**src/rtl/pixel_shifter.sv**
```systemverilog
// Parallel-to-serial pixel shifter: a one-word holding buffer feeds an MSB-first
// shift register that emits bpp bits per enabled pixel slot.
module pixel_shifter #(
  parameter int unsigned bits = 16,
  parameter int unsigned bpp  = 2
) (
  input  logic            c,
  input  logic            rst_n,
  input  logic            en,
  input  logic            blank,
  input  logic            ld_valid,
  output logic            ld_ready,
  input  logic [bits-1:0] d,
  output logic [bpp-1:0]  pix,
  output logic            pix_valid,
  output logic            underrun,
  input  logic            clr_underrun
);

  localparam int unsigned npix = bits / bpp;
  localparam int unsigned cw   = $clog2(npix + 1);

  typedef enum logic {IDLE, RUN} state_t;

  state_t          state;
  state_t          state_nx;
  logic [bits-1:0] hold;
  logic [bits-1:0] sr;
  logic            hold_full;
  logic [cw-1:0]   cnt;
  logic            running;

  logic have_sr;
  logic slot_data;
  logic preload;
  logic starve;
  logic ld_fire;
  logic underrun_set;

  assign have_sr      = (cnt != '0);
  assign slot_data    = en && (have_sr || hold_full);
  assign preload      = !en && !have_sr && hold_full;
  assign starve       = en && !have_sr && !hold_full;
  // ld_fire needs !hold_full and every hold consumer needs hold_full, so they never collide
  assign ld_fire      = ld_valid && !hold_full && !blank;
  assign underrun_set = !blank && starve && running;

  always_ff @(posedge c or negedge rst_n) begin
    if (!rst_n) begin
      state <= IDLE;
    end else begin
      state <= state_nx;
    end
  end

  always_comb begin
    state_nx = state;
    if (blank) begin
      state_nx = IDLE;
    end else if ((state == IDLE) && slot_data) begin
      state_nx = RUN;
    end
  end

  always_comb begin
    ld_ready = !hold_full;
    running  = (state == RUN);
  end

  always_ff @(posedge c or negedge rst_n) begin
    if (!rst_n) begin
      hold      <= '0;
      hold_full <= 1'b0;
      sr        <= '0;
      cnt       <= '0;
      pix       <= '0;
      pix_valid <= 1'b0;
    end else if (blank) begin
      cnt       <= '0;
      hold_full <= 1'b0;
      pix       <= '0;
      pix_valid <= 1'b0;
    end else begin
      if (ld_fire) begin
        hold      <= d;
        hold_full <= 1'b1;
      end
      if (en) begin
        if (have_sr) begin
          pix       <= sr[bits-1 -: bpp];
          pix_valid <= 1'b1;
          sr        <= sr << bpp;
          cnt       <= cnt - cw'(1);
        end else if (hold_full) begin
          // first pixel comes straight from hold so back-to-back words leave no gap slot
          pix       <= hold[bits-1 -: bpp];
          pix_valid <= 1'b1;
          sr        <= hold << bpp;
          cnt       <= cw'(npix - 1);
          hold_full <= 1'b0;
        end else begin
          pix       <= '0;
          pix_valid <= 1'b0;
        end
      end else if (preload) begin
        sr        <= hold;
        cnt       <= cw'(npix);
        hold_full <= 1'b0;
      end
    end
  end

  always_ff @(posedge c or negedge rst_n) begin
    if (!rst_n) begin
      underrun <= 1'b0;
    end else if (underrun_set) begin
      underrun <= 1'b1;
    end else if (clr_underrun) begin
      underrun <= 1'b0;
    end
  end

endmodule
```
**config.mk**
```make
export PLATFORM = sky130hd
export DESIGN_NAME = pixel_shifter
export DESIGN_NICKNAME = d
export VERILOG_FILES = /design/src/rtl/pixel_shifter.sv
export SDC_FILE = /design/constraint.sdc
export NUM_CORES = 1
export LEC_CHECK = 0
export BUFFER_PORTS_ARGS = -buffer_cell sky130_fd_sc_hd__buf_2
export CORE_UTILIZATION = 30
export DETAILED_ROUTE_END_ITERATION = 7
export PLACE_DENSITY_LB_ADDON = 0.25
export SYNTH_ARGS = -nofsm -noshare
export SYNTH_HDL_FRONTEND = slang
export SYNTH_SLANG_ARGS = --single-unit
```
**constraint.sdc**
```tcl
create_clock -name c -period 2.25 [get_ports c]
set_input_delay 0.225 -clock c [delete_from_list [all_inputs] [get_ports c]]
set_output_delay 0.225 -clock c [all_outputs]
set_load 0.1 [all_outputs]
```
==> results.py <==
metrics = {
    "status": {
        "run_status": "finished with violations",
        "violations": "design-rule violations",
    },
    "finish": {
        "final_cell_area_sq_um": 2389,
        "regArea_sq_um": 1051,
        "n_fill_cell": 659,
        "syn_to_final_growth_pct": 17.69,
        "multi_input_area_sq_um": 890.9,
        "n_antenna_cell": 0,
        "utilization_pct": 37.19,
        "nets": 242,
        "drive_gt1_share_pct": 33.18,
        "fin_cells": 297,
    },
    "timing": {
        "finalHoldViolations": 0,
        "worst_slack_ns": 0.1833,
        "setup-violations-final": 0,
        "fin_setup_tns_ns": 0,
        "max_freq_mhz": 483.9,
        "worst_hold_slack_ns": 0.1105,
        "period_needed_ns": 2.067,
        "fin_skew_ns": 0.007763,
        "max_slew_margin_pct": 67.63,
        "finalCritPeriodShare_pct": 91.85,
        "rsz0062_at_grt": "no",
        "worst_pin_slew_ns": 0.4888,
        "slew_violations": 0,
    },
    "place": {
        "dp_hpwl_mm": 2.656,
        "place_inst": 288,
        "numPortBuffers": 26,
        "gp_congestion": 0.6919,
        "place_ws_ns": 0.1877,
        "placed_area_sq_um": 2272,
    },
    "clocking": {
        "path_clk_slew_ns": 0.08,
        "htree_levels": 2,
        "cts_buffer_depth": 2,
        "worstSkewPairLatency_ns": 0.30,
        "clockRootBuffer": "clkbuf_8",
        "numCtsBuffers": 5,
        "cts_sinks": 42,
        "tritoncts": "yes",
        "cts_resized": 0,
        "cts_setup_buffers": 0,
    },
    "detailed_routing": {
        "wl_met1_mm": 1.992,
        "wl_met2_mm": 1.836,
        "route.detailed.drc": 2,
        "drt_iter0_drc": 78,
        "wl_met3_microns": 121,
        "vias": 1437,
        "ant_nets": 0,
        "via_per_inst": 4.838,
        "top_layer_used": "met4",
        "drt_first_pass_iters": 6,
        "wirelength_mm": 4.033,
        "wl_per_cell_microns": 13.58,
    },
    "global_routing": {
        "grtUsageTotal_pct": 12.72,
        "grt_pass1_wl_mm": 7.024,
        "grt_pass1_vias": 1426,
        "antenna_found_initial": 0,
        "grt_max_degree": 39,
        "grt-ovfl-total": 0,
    },
    "synth": {
        "ys_async_sr_fraction_pct": 100.0,
        "synth_area_per_cell_sq_um": 10.63,
        "synth_cells": 191,
        "netlist_area_sq_um": 2029,
        "synthFlopType": "dfrtp_1",
        "synth_cell_types": 30,
        "ys_ff_latch": 42,
        "yosysSeqAreaShare_pct": 51.79,
        "synth_area_leaders": "dfrtp_1 (52%), mux2_2 (11%), mux2_4 (7.4%), nand2_1 (5.9%), a31oi_1 (4.3%)",
        "synth_top_cell_by_area": "dfrtp_1",
        "synthesis.nets": 214,
        "yosysTopAreaCellShare_pct": 51.79,
        "synth_warnings": 0,
        "synth_edf_count": 0,
    },
    "floorplanning": {
        "dieArea_sq_um": 7098,
        "die-height_microns": 84.25,
        "fp.dieW_microns": 84.25,
        "start_util_pct": 31.60,
        "coreArea_sq_um": 6422,
        "ios": 27,
        "num_rows": 29,
    },
    "worst_setup_path": {
        "worstPathArrival_ns": 2.25,
        "crit_required_ns": 2.44,
        "cp_max_fo": 21,
        "r2r_slack_ns": 0.18,
        "startpoint_type": "register",
        "cp-end-kind": "register",
        "path_class": "reg2reg",
    },
    "power": {
        "combPwrFrac_pct": 40.8,
        "p_per_area_nw_per_um2": 1272,
        "power_switching_mw": 1.096,
        "p_seq_share_pct": 39.8,
        "p_leak_nw": 1.093,
        "vdd_ir_drop_max_uv": 458.0,
        "internal-power_mw": 1.942,
        "power_mw": 3.038,
        "switching_share_pct": 36.07,
        "clockPowerShare_pct": 19.4,
    },
    "hold_path": {
        "hold_path.class": "in2reg",
    },
    "flow_run": {
        "cap_violations": 0,
    },
}
-- final cells by class --
type | count | share of cell area (%)
Clock buffer | 7 | 3.195
Clock inverter | 1 | 1.257
Inverter | 6 | 1.100
Multi-Input combinational cell | 130 | 37.30
Sequential cell | 42 | 44.00
Tap cell | 77 | 4.034
Timing Repair Buffer | 34 | 9.115
-- critical path: stages, from the launching register on --
cell	delay [ns]
dfrtp_1	0.40
inv_1	0.08
ha_1	0.20
or3b_2	0.69
o21ai_0	0.23
buf_4	0.15
a2bb2oi_1	0.15
nor2_1	0.05
-- routing by layer --
metal / track usage [%] / vias to the layer above
met2: 19.82 / 17
li1: - / 716
met4: 6.583 / 0
met5: 0 / -
met1: 16.57 / 697
met3: 2.950 / 7
-- power groups by stage --
stage	sequential [mW]	clock (mW)	combinational (mW)
after global routing	1.24	0.627	1.38
after detailed placement	1.22	0	1.26
final	1.21	0.588	1.24
after floorplan	1.26	0	0.936
after global placement	1.22	0	1.24
after CTS	1.21	0.606	1.26
-- placed cells by master, fill, tap and decap left out, drive strengths merged --
| master | count |
|---|---|
| bufinv | 1 |
| nor3b | 1 |
| a31oi | 14 |
| nand3 | 2 |
| clkinvlp | 1 |
| dlygate4sd3 | 1 |
| inv | 5 |
| clkbuf | 7 |
| ha | 1 |
| buf | 33 |
| a31o | 1 |
| nand2 | 32 |
| or3 | 1 |
| nor3 | 4 |
| o21ai | 5 |
| nand4 | 1 |
| nor2b | 1 |
| dfrtp | 42 |
| mux2i | 1 |
| o22ai | 1 |
| a2bb2oi | 1 |
| or2 | 1 |
| and3 | 1 |
| a21oi | 4 |
| a311oi | 2 |
| mux2 | 30 |
| nand2b | 2 |
| a211oi | 1 |
| a21boi | 2 |
| nor2 | 20 |
| or3b | 1 |
-- cells in the mapped netlist, types with 4 or more instances --
cell and n:
dfrtp_1 42, nand2_1 32, mux2_2 20, nor2_1 20, a31oi_1 14, clkbuf_1 10
mux2_4 10, inv_1 6, o21ai_0 5, a21oi_1 4, nor3_1 4
-- sequential cells by signal (all words and copies together) (netlist names) --
| signal | flops |
|---|---|
| underrun | 1 |
| hold_full | 1 |
| sr | 16 |
| pix | 2 |
| running | 1 |
| cnt | 4 |
| hold | 16 |
| pix_valid | 1 |
-- path summary, 6_finish.rpt --
kind,startpoint,endpoint,cells after the start
max,cnt[0]$_DFFE_PN0P_,cnt[1]$_DFFE_PN0P_,7
min,clr_underrun,underrun$_DFFE_PN0P_,2
max reg2reg,cnt[0]$_DFFE_PN0P_,cnt[1]$_DFFE_PN0P_,7
min reg2reg,sr[7]$_DFFE_PN0P_,sr[7]$_DFFE_PN0P_,1
max in group asynchronous,rst_n,sr[6]$_DFFE_PN0P_,3
min in group asynchronous,rst_n,hold[13]$_DFFE_PN0P_,2
-- cells by family after synthesis --
logic type | count (synthesis) | synth area share (%)
and+or+nand+nor | 67 | 14.61
DFF | 42 | 51.79
AOI/OAI and AO/OA | 31 | 9.679
muxes | 31 | 18.99
buffers and inverters | 19 | 4.315
adders and majority gates | 1 | 0.6164
-- repair_timing --
action / 4_1_cts / 5_1_grt
endpoints found under the hold margin: 10 / 0
hold buffers: 1 / 0
setup endpoints to repair: 0 / 0
Note: power is estimated with default switching activity, not from simulation.
